==> src/rtl/serial_word_tx.sv <==
// Parallel-to-serial word transmitter feeding the bidirectional shift-register chain; dir picks MSB/LSB first.
// Optional even-parity trailer bit when SERIAL_WORD_TX_PARITY_EN is defined; first bit appears one cycle after accept.
module serial_word_tx #(
   parameter int WIDTH = 4
) (
   input  logic             clk,
   input  logic             reset,
   input  logic             enable,
   input  logic             dir,
   input  logic             load_valid,
   input  logic [WIDTH-1:0] load_data,
   output logic             load_ready,
   output logic             S_out,
   output logic             tx_active,
   output logic             frame_start,
   output logic             done
);

`ifdef SERIAL_WORD_TX_PARITY_EN
   localparam int FW = WIDTH + 1;
`else
   localparam int FW = WIDTH;
`endif
   localparam int CNT_W = $clog2(FW + 1);
   localparam logic [CNT_W-1:0] C_FULL = CNT_W'(FW);
   localparam logic [CNT_W-1:0] C_ONE  = CNT_W'(1);

   typedef enum logic {ST_IDLE, ST_SHIFT} state_t;

   state_t            r_state, w_state_nx;
   logic [FW-1:0]     r_shreg, w_shreg_nx;
   logic [CNT_W-1:0]  r_bits,  w_bits_nx;
   logic              r_dir,   w_dir_nx;
   logic              w_last;
   logic              w_accept;
   logic [FW-1:0]     w_load_frame;

   // Parity always trails the data, so it sits at the tail end for either shift direction.
`ifdef SERIAL_WORD_TX_PARITY_EN
   assign w_load_frame = dir ? {load_data, ^load_data} : {^load_data, load_data};
`else
   assign w_load_frame = load_data;
`endif

   assign w_last      = (r_state == ST_SHIFT) && (r_bits == C_ONE);
   assign load_ready  = (r_state == ST_IDLE) || (w_last && enable);
   assign w_accept    = load_valid && load_ready;
   assign tx_active   = (r_state == ST_SHIFT);
   assign frame_start = (r_state == ST_SHIFT) && (r_bits == C_FULL);
   assign done        = w_last;
   assign S_out       = (r_state == ST_SHIFT) && (r_dir ? r_shreg[FW-1] : r_shreg[0]);

   always_ff @(posedge clk) begin
      if (!reset) begin
         r_state <= ST_IDLE;
         r_shreg <= '0;
         r_bits  <= '0;
         r_dir   <= 1'b1;
      end else begin
         r_state <= w_state_nx;
         r_shreg <= w_shreg_nx;
         r_bits  <= w_bits_nx;
         r_dir   <= w_dir_nx;
      end
   end

   always_comb begin
      w_state_nx = r_state;
      w_shreg_nx = r_shreg;
      w_bits_nx  = r_bits;
      w_dir_nx   = r_dir;
      case (r_state)
         ST_IDLE: begin
            if (w_accept) begin
               w_state_nx = ST_SHIFT;
               w_shreg_nx = w_load_frame;
               w_bits_nx  = C_FULL;
               w_dir_nx   = dir;
            end
         end
         ST_SHIFT: begin
            if (enable) begin
               if (w_last) begin
                  if (w_accept) begin
                     w_shreg_nx = w_load_frame;
                     w_bits_nx  = C_FULL;
                     w_dir_nx   = dir;
                  end else begin
                     w_state_nx = ST_IDLE;
                     w_shreg_nx = '0;
                     w_bits_nx  = '0;
                  end
               end else begin
                  w_shreg_nx = r_dir ? {r_shreg[FW-2:0], 1'b0} : {1'b0, r_shreg[FW-1:1]};
                  w_bits_nx  = r_bits - C_ONE;
               end
            end
         end
         default: begin
            w_state_nx = ST_IDLE;
         end
      endcase
   end

endmodule

==> config.mk <==
export PLATFORM = sky130hd
export DESIGN_NAME = serial_word_tx
export DESIGN_NICKNAME = d
export VERILOG_FILES = /design/src/rtl/serial_word_tx.sv
export SDC_FILE = /design/constraint.sdc
export NUM_CORES = 1
export LEC_CHECK = 0
export ABC_AREA = 1
export ABC_CLOCK_PERIOD_IN_PS = 1940
export CORE_MARGIN = 4
export CORE_UTILIZATION = 25
export DETAILED_ROUTE_END_ITERATION = 7
export PLACE_DENSITY = 0.56
export SETUP_SLACK_MARGIN = 0.1
export SLEW_MARGIN = 20
export SYNTH_ARGS = -nofsm -noshare
export SYNTH_HDL_FRONTEND = slang
export SYNTH_SLANG_ARGS = --single-unit
==> constraint.sdc <==
create_clock -name clk -period 1.94 [get_ports clk]
set_clock_uncertainty 0.2 [all_clocks]
set_input_delay 0.388 -clock clk [delete_from_list [all_inputs] [get_ports clk]]
set_output_delay 0.388 -clock clk [all_outputs]
set_load 0.01 [all_outputs]
* After elaboration in Yosys (flattened, before gate mapping)
Index checks and enable logic that the tools add are counted.
** Word-level totals
- Register bits :: 9
- Input bits :: 9
- Output and inout port bits :: 5
- Logic and storage cells :: 39
** Operators by class
- $add $sub $neg :: 1
- Equal/unequal tests :: 5
- Muxes and demuxes :: 20
- Bitwise logic cells :: 1
- Reductions and logical operators :: 8
** Operator list (count)
- 4-bit two-way mux :: 5
- 3-bit two-way mux :: 4
- 4-bit one-hot mux with 2 select lines :: 1
- 1-bit two-way mux :: 7
- 3-bit one-hot mux with 2 select lines :: 1
- 1-bit logical AND :: 5
- 2-bit inequality test, second input constant :: 2
- 1-bit one-hot mux with 2 select lines :: 2
- 2-bit AND reduction :: 2
- 3-bit by 1-bit == test with 1-bit output, second input constant :: 1
- 3-bit == test, second input constant :: 1
- 3-bit by 1-bit subtractor with 3-bit output, second input constant :: 1
- 2-bit by 1-bit inequality test with 1-bit output, second input constant :: 1
- 1-bit logical OR :: 1
- 1-bit inverter :: 1

* Longest topological paths before layout
- Depth in word-level cells :: 9
- Mapped depth :: 7
- Gate-level depth less buffers :: 7

* Least setup slack after synthesis
Ideal clock, no wire load.
- Kind :: reg2out
- From :: register r_state (netlist: tx_active)
- To :: output port S_out
- Arrival :: 0.861 ns
- Data required time :: 1.352 ns
- Setup slack :: 0.491 ns
- Stages on the path, launching flop included :: 4
- Buffers on the path :: 1
- Cells stage by stage :: dfxtp_1 buf_6 o21ai_0 a21oi_1
** On the way
- Cells in the longest elaborated chain, start to end :: 1
** Ends and longest elaborated chain
- from (decl) :: line 30 : state_t r_state, w_state_nx;
- from (signal assigned) :: line 60 : r_state <= w_state_nx;
- 1-bit logical AND :: line 51 : assign S_out = (r_state == ST_SHIFT) && (r_dir ? r_shreg[FW-1] : r_shreg[0]);
- to (decl) :: line 13 : output logic S_out,
Every way passes these cells.

* Worst setup path after layout
- From :: register r_bits[0]
- To :: output port frame_start
** On the way
- Cells in the longest elaborated chain, start to end :: 2
** Ends and longest elaborated chain
- from (decl) :: line 32 : logic [CNT_W-1:0] r_bits, w_bits_nx;
- from (signal assigned) :: line 62 : r_bits <= w_bits_nx;
- 3-bit == test :: line 49 : assign frame_start = (r_state == ST_SHIFT) && (r_bits == C_FULL);
- 1-bit logical AND :: line 49
- to (decl) :: line 15 : output logic frame_start,
Every way passes these cells.

==> results.txt <==
The flow ran to the end, and the final reports show no timing, DRC or antenna violations. The number of pins with negative max-slew slack in the final report came out at 0. The clock period could shrink to 1.79 ns. The total I/O pin count is 14. The slew at the pin closest to its max-slew limit came out at 0.323 ns. The slowest library cell on the worst path is sky130_fd_sc_hd__dfxtp_2. The number of endpoints failing setup at the final stage came out at 0. The top cell types in the final layout, fill and taps aside, are sky130_fd_sc_hd__nand2_1 (17), sky130_fd_sc_hd__inv_1 (15), sky130_fd_sc_hd__buf_4 (12).

The clock latency at the later pin of the worst-skew pair came out at 0.27 ns. The area of combinational cells with multiple inputs is 339 µm². The netlist uses 18 different library cells. The library cell used most frequently in the layout, excluding fill and tap cells, is sky130_fd_sc_hd__nand2_1.

The maximum vdd drop is 0.428 mV. The first global-routing pass estimated 2300 µm of wire. The number of antenna violations at the first check in global routing is 0. The critical path goes through inv_2 > ha_4 > ha_4 > nand2_2 > inv_1 > buf_2. The sink count of the clock tree is 9. Setup repair after global routing left no endpoint under its margin.

The fraction of the cycle the final worst path needs came out at 92.2%. The largest fanout on the critical path is 3. The root buffer cell chosen for the clock tree is sky130_fd_sc_hd__clkbuf_4.

The count of routing violations after the opening detailed-route iteration is 6. The placer's final routability congestion estimate is 0.847. The global-route usage over all layers is 10.8%.

The HPWL after detailed placement came out at 1040 µm. The reported max-cap violation count came out at 0. The number of global-route vias before repair came out at 547. The number of H-tree levels came out at 1. The number of standard cells in the final layout excluding fillers came out at 138.

The final layout net count came out at 124. The post-synth design cell area is 554 µm². Summing the sequential cell areas from Yosys gives 32.5% of the chip area. The highest clock rate is 559 MHz. The areal power density over the cells came out at 618 nW/µm².

In this run the standard cell core region covers 2040 µm². The endpoint required time on the critical path is 1.35 ns. The TritonCTS clock tree is done.

The area growth from synthesis to layout came out at 53.7%. The warning count from the yosys run came out at 0. The number of register bits inferred by synthesis is 9. The count of TritonRoute iterations in the first routing pass came out at 4. The area taken by flip-flops and latches came out at 186 µm². The mean instance size in the synthesized netlist came out at 6.60 µm². The number of placed cells counting well taps is 131. The share of final-layout standard cells stronger than drive strength 1 is 31.5%. For this run, design rule violations remaining after detail routing come to 0. In this design, the stage delay of the slowest critical-path cell is 0.36 ns.

The post-synthesis instance total came out at 84. The relative slew slack is 78.4%. The worst path arrival time is 1.20 ns.

The fill cell instance count of the final layout came out at 229. The height of the chip came out at 55.1 µm. The count of antenna diodes in the layout is 0.

The number of clock buffers inserted by TritonCTS came out at 3. The critical path's top delay family is flip-flops. Counting both buffers and inverters, the worst setup path holds a total of 3. The wire length reported by the detailed router is 1400 µm. STA classifies the critical path startpoint as a register. The effective utilization at floorplan came out at 27.1%. Clock-pin slew was measured on the worst setup and hold paths at 0.07 ns. Cells fill 41.7% of the core in the end.

The number of cell rows came out at 16. In the final routed layout, each cell accounts on average for 10.1 µm. The number of failing hold endpoints at the final stage is 0.

The longest clock path from root to sink contains 2 buffers. The mean number of vias per cell came out at 4.30. The count of buffers from port buffering came out at 13. Total power for the finished layout comes to 0.526 mW.

The critical path in this run is classified as reg2out. The total grt overflow came out at 0. The worst setup path is captured at an output port. The path class of the tightest hold or removal check is reg2reg. Synthesis produced a netlist with a net count of 96. The count of nets left with antenna violations once routing finished came out at 0. The cell that appears most often on the critical path is sky130_fd_sc_hd__ha_4. The routed layout has 594 vias. The pin count of the biggest net entering global routing is 9. The die area is 3030 µm².

The analysis attributes to cell leakage a power of 0.414 nW. The die width came out at 55.1 µm.
## state kept, by name (all words and copies together), names as in the netlist
name and flops:
r_shreg 4, r_bits 3, r_dir 1, tx_active 1
## power breakdown
part / total [mW] / leakage (nW) / switching (mW) / internal (mW)
clock: 0.154 / 0.0177 / 0.0772 / 0.0764
combinational: 0.155 / 0.321 / 0.0762 / 0.0786
sequential: 0.218 / 0.0752 / 0.0158 / 0.202
total: 0.526 / 0.414 / 0.169 / 0.357
## cells by family after synthesis
family | share of synthesized area [%]
AO/OA/AOI/OAI | 18.5
AND/OR/NAND/NOR | 26.0
flip-flops | 32.5
buffers and inverters | 16.3
adder cells (fa/ha/maj) | 6.77
## synthesized netlist by cell type
cell type | count | area [µm²]
sky130_fd_sc_hd__or2_0 | 1 | 6.26
sky130_fd_sc_hd__o211ai_1 | 1 | 7.51
sky130_fd_sc_hd__nand2_2 | 1 | 6.26
sky130_fd_sc_hd__nand3_1 | 3 | 15.0
sky130_fd_sc_hd__o22ai_1 | 1 | 6.26
sky130_fd_sc_hd__buf_6 | 2 | 22.5
sky130_fd_sc_hd__nand2_1 | 19 | 71.3
sky130_fd_sc_hd__nor2_1 | 6 | 22.5
sky130_fd_sc_hd__o21ai_1 | 1 | 5.00
sky130_fd_sc_hd__nand4_1 | 2 | 12.5
sky130_fd_sc_hd__inv_2 | 1 | 3.75
sky130_fd_sc_hd__ha_1 | 3 | 37.5
sky130_fd_sc_hd__inv_1 | 17 | 63.8
sky130_fd_sc_hd__dfxtp_1 | 9 | 180
sky130_fd_sc_hd__o21ai_2 | 1 | 8.76
sky130_fd_sc_hd__a21oi_1 | 8 | 40.0
sky130_fd_sc_hd__o21ai_0 | 7 | 35.0
sky130_fd_sc_hd__nand3_2 | 1 | 10.0
## layout make-up
type / count / area share [%]
multi-input combinational: 55 / 39.8
clock inverter: 1 / 0.587
inverter: 18 / 7.93
tap: 27 / 3.96
timing repair buffer: 25 / 23.2
clock buffer: 3 / 2.64
sequential: 9 / 21.9
## worst reg2reg max path: stages, from the launching register on
cell and delay, ns:
sky130_fd_sc_hd__dfxtp_1 0.31, sky130_fd_sc_hd__inv_2 0.10, sky130_fd_sc_hd__ha_4 0.16, sky130_fd_sc_hd__nand3_4 0.07, sky130_fd_sc_hd__buf_4 0.13, sky130_fd_sc_hd__o21ai_1 0.11
sky130_fd_sc_hd__buf_4 0.15, sky130_fd_sc_hd__nand2_1 0.05, sky130_fd_sc_hd__a21oi_1 0.12
## through the flow
step | area, µm² | worst slack [ns] | hold WS [ns] | setup TNS [ns]
global route | 852 | 0.103 | 0.355 | 0
global placement | 763 | -0.277 | 0.300 | -0.277
finish | 852 | 0.152 | 0.315 | 0
CTS | 795 | 0.0868 | 0.281 | 0
detailed placement | 763 | -0.317 | 0.307 | -0.317
floorplan | 554 | 0.491 | 0.268 | 0
## final timing paths
check / to / from / slack (ns) / depth (start not counted)
worst min-delay path: r_dir / r_dir / 0.31 / 2
worst min register to register: r_dir / r_dir / 0.31 / 2
worst max register to register: r_shreg[2] / r_bits[1] / 0.46 / 8
worst max-delay path: frame_start / r_bits[0] / 0.15 / 6
## routing by layer
metal  GRT usage (%)  vias to the layer above  wire, µm
met5               0                        -         0
met4            2.43                        0         8
met3            5.09                        2        86
met2            16.7                       14       619
met1            13.6                      257       684
li1                -                      321         -
## timing repair
action                                  CTS  global route
hold buffers                              0             0
gates resized for setup                  22            11
pin swaps                                 0             3
cloned                                    0             0
endpoints found under the setup margin    5             4
setup buffers                             0             3
Power figures use the tool's default switching activity.
==> edit: new RTL, config.mk and constraints unchanged <==
Make the reset (`reset`) asynchronous in one clocked block.
--- a/src/rtl/serial_word_tx.sv
+++ b/src/rtl/serial_word_tx.sv
@@ -51,5 +51,5 @@
    assign S_out       = (r_state == ST_SHIFT) && (r_dir ? r_shreg[FW-1] : r_shreg[0]);
 
-   always_ff @(posedge clk) begin
+   always_ff @(posedge clk or negedge reset) begin
       if (!reset) begin
          r_state <= ST_IDLE;
Function: differs if reset is asserted again (counterexample within 4 cycles, from zero or initial values and one cycle with reset low); with reset held inactive, the same outputs for 10 cycles.
==> edit against the unedited design <==
  * Final area grew 2.6%
  * Wire length decreased by 7.9%
  * Worst setup slack lost 0.025 ns
  * Via count decreased by 4.2%
  * Sequential cell count is the same
  * Register-to-register slack got worse by 0.11 ns
  * Non-clock buffer count decreased by 4
  * Synthesized area increased by 2.9%
Power is not compared: it rests on default switching activity, and its combinational part moved more than twofold at a synthesized area within 25%.
==> edit: results (changes against the unedited design) <==
status: complete, no violations
H-tree levels: 1 (unchanged)
WP data arrival: 1.22 ns (+0.02 ns)
vias per inst: 4.38 (+1.7%)
Yosys warnings: 0 (unchanged)
highest net fanout along the worst path: 3 (unchanged)
dpl ws: -0.258 ns (+0.0595 ns)
initial antenna violation count: 0 (unchanged)
Post-synth ARST share: 100% (+100 points)
Worst VDD drop: 425 uV
worst relative slew slack: 72.8% (-5.6 points)
Placed Instances: 124 (-5.3%)
placed cell area: 769 um^2 (+0.82%)
GP Congestion: 0.795 (-6.1%)
TritonCTS Buffers: 3 (unchanged)
biggest regs: r_shreg x4, r_bits x3
largest net degree at the start of global routing: 11 (+2)
Worst Hold Class: input port to async pin
Final Hold Viols: 0 (unchanged)
drt first pass iters: 4 (unchanged)
synth unique cells: 18 (unchanged)
Filler Cell Count: 236 (+3.1%)
cell taking the most area after synthesis: dfrtp_1
clk buf depth: 2 (unchanged)
Syn Area/Cell: 7.31 um^2 (+11%)
GRT Util Overall: 8.97% (-1.9 points)
final std cells w/o fill: 130 (-5.8%)
Seq/Total Area, Yosys: 39.7% (+7.2 points)
Iteration-0 DRC Markers: 18 (+12)
drt wl/cell: 9.91 um (-2.3%)
# port buffers: 13 (unchanged)
HPWL after DPL: 1020 um (-1.8%)
Synth top cells by count: 19 x nand2_1, 14 x inv_1, 12 x nor2_1
Inserted Diodes: 0 (unchanged)
Leak Pwr: 0.438 nW
Root Buffer: clkbuf_4
layout cell share with drive strength beyond 1: 31.4% (-0.16 points)
Mapped Nets: 90 (-6.3%)
Synth area leaders: dfrtp_1 35%, nand2_1 13%, inv_1 9.2%
clock latency on the worst-skew pair: 0.27 ns (about the same)
vias in the first global route: 532 (-2.7%)
global-route wire length before repair: 2230 um (-3.0%)
Clk pin slew, worst setup/hold paths: 0.07 ns (about the same)
==> edit: cell count changes in the layout (fill, tap and decap cells not counted), moves of 2 or more <==
cell / unedited run / this run
dfrtp_1: 0 / 8
dfxtp_2: 2 / 0
nor2_1: 6 / 12
inv_1: 15 / 11
dfxtp_1: 6 / 0
o21ai_0: 7 / 2
buf_6: 0 / 3
buf_4: 12 / 7
==> edit: per-layer routing <==
layer | track usage, % | up-vias | wire length, um
met3 | 3.02 | 3 | 58
met4 | 4.17 | 0 | 15
met2 | 14.7 | 13 | 652
met5 | 0 | - | 0
li1 | - | 296 | -
met1 | 10.5 | 257 | 561
==> edit: worst paths after layout <==
kind | depth (start not counted) | start | end | slack (ns)
worst max-delay path | 5 | r_bits[0]$_DFFE_PN0P_ | load_ready | 0.13
worst min-delay path | 1 | reset | tx_active$_DFF_PN0_ | 0.21
worst max register to register | 6 | tx_active$_DFF_PN0_ | r_shreg[0]$_DFFE_PN0P_ | 0.35
worst min register to register | 2 | r_shreg[3]$_DFFE_PN0P_ | r_shreg[3]$_DFFE_PN0P_ | 0.34
max in group asynchronous | 1 | reset | r_dir$_DFFE_PN1P_ | 1.00
min in group clk | 2 | r_shreg[3]$_DFFE_PN0P_ | r_shreg[3]$_DFFE_PN0P_ | 0.34
==> edit: cells by family (layout without fill, tap and decap cells) <==
family | after synthesis | count (layout) | synth area share, %
compound gates | 14 | 14 | 16.7
buf+inv | 16 | 40 | 11.8
flops | 9 | 9 | 39.7
simple gates | 36 | 36 | 25.2
fa+ha+maj | 3 | 3 | 6.58
==> edit: final cells by class <==
cell class                      instances  area, um^2  share of cell area [%]
Sequential cell                         9         226                    25.9
Clock buffer                            3        22.5                    2.58
Inverter                               15        56.3                    6.44
Multi-Input combinational cell         53         344                    39.3
Timing Repair Buffer                   21         185                    21.2
Tap cell                               28        35.0                    4.01
Clock inverter                          1        5.00                   0.572
==> edit: timing repair <==
| item | CTS | global route |
|---|---|---|
| resized for setup | 20 | 15 |
| buffers inserted | 1 | 1 |
| pin swaps | 1 | 4 |
| setup endpoints to repair | 5 | 3 |
==> edit: worst max-delay path: stages, from the launching register on <==
cell	delay [ns]
dfrtp_1	0.40
buf_6	0.13
ha_4	0.17
nand3_4	0.08
nand2_2	0.06
buf_6	0.12
==> edit: report_power, final <==
| group | internal [mW] | leakage [nW] | switching (mW) |
|---|---|---|---|
| Clock | 0.0763 | 0.0177 | 0.0755 |
| Combinational | 0.361 | 0.318 | 0.396 |
| Sequential | 0.283 | 0.102 | 0.0616 |
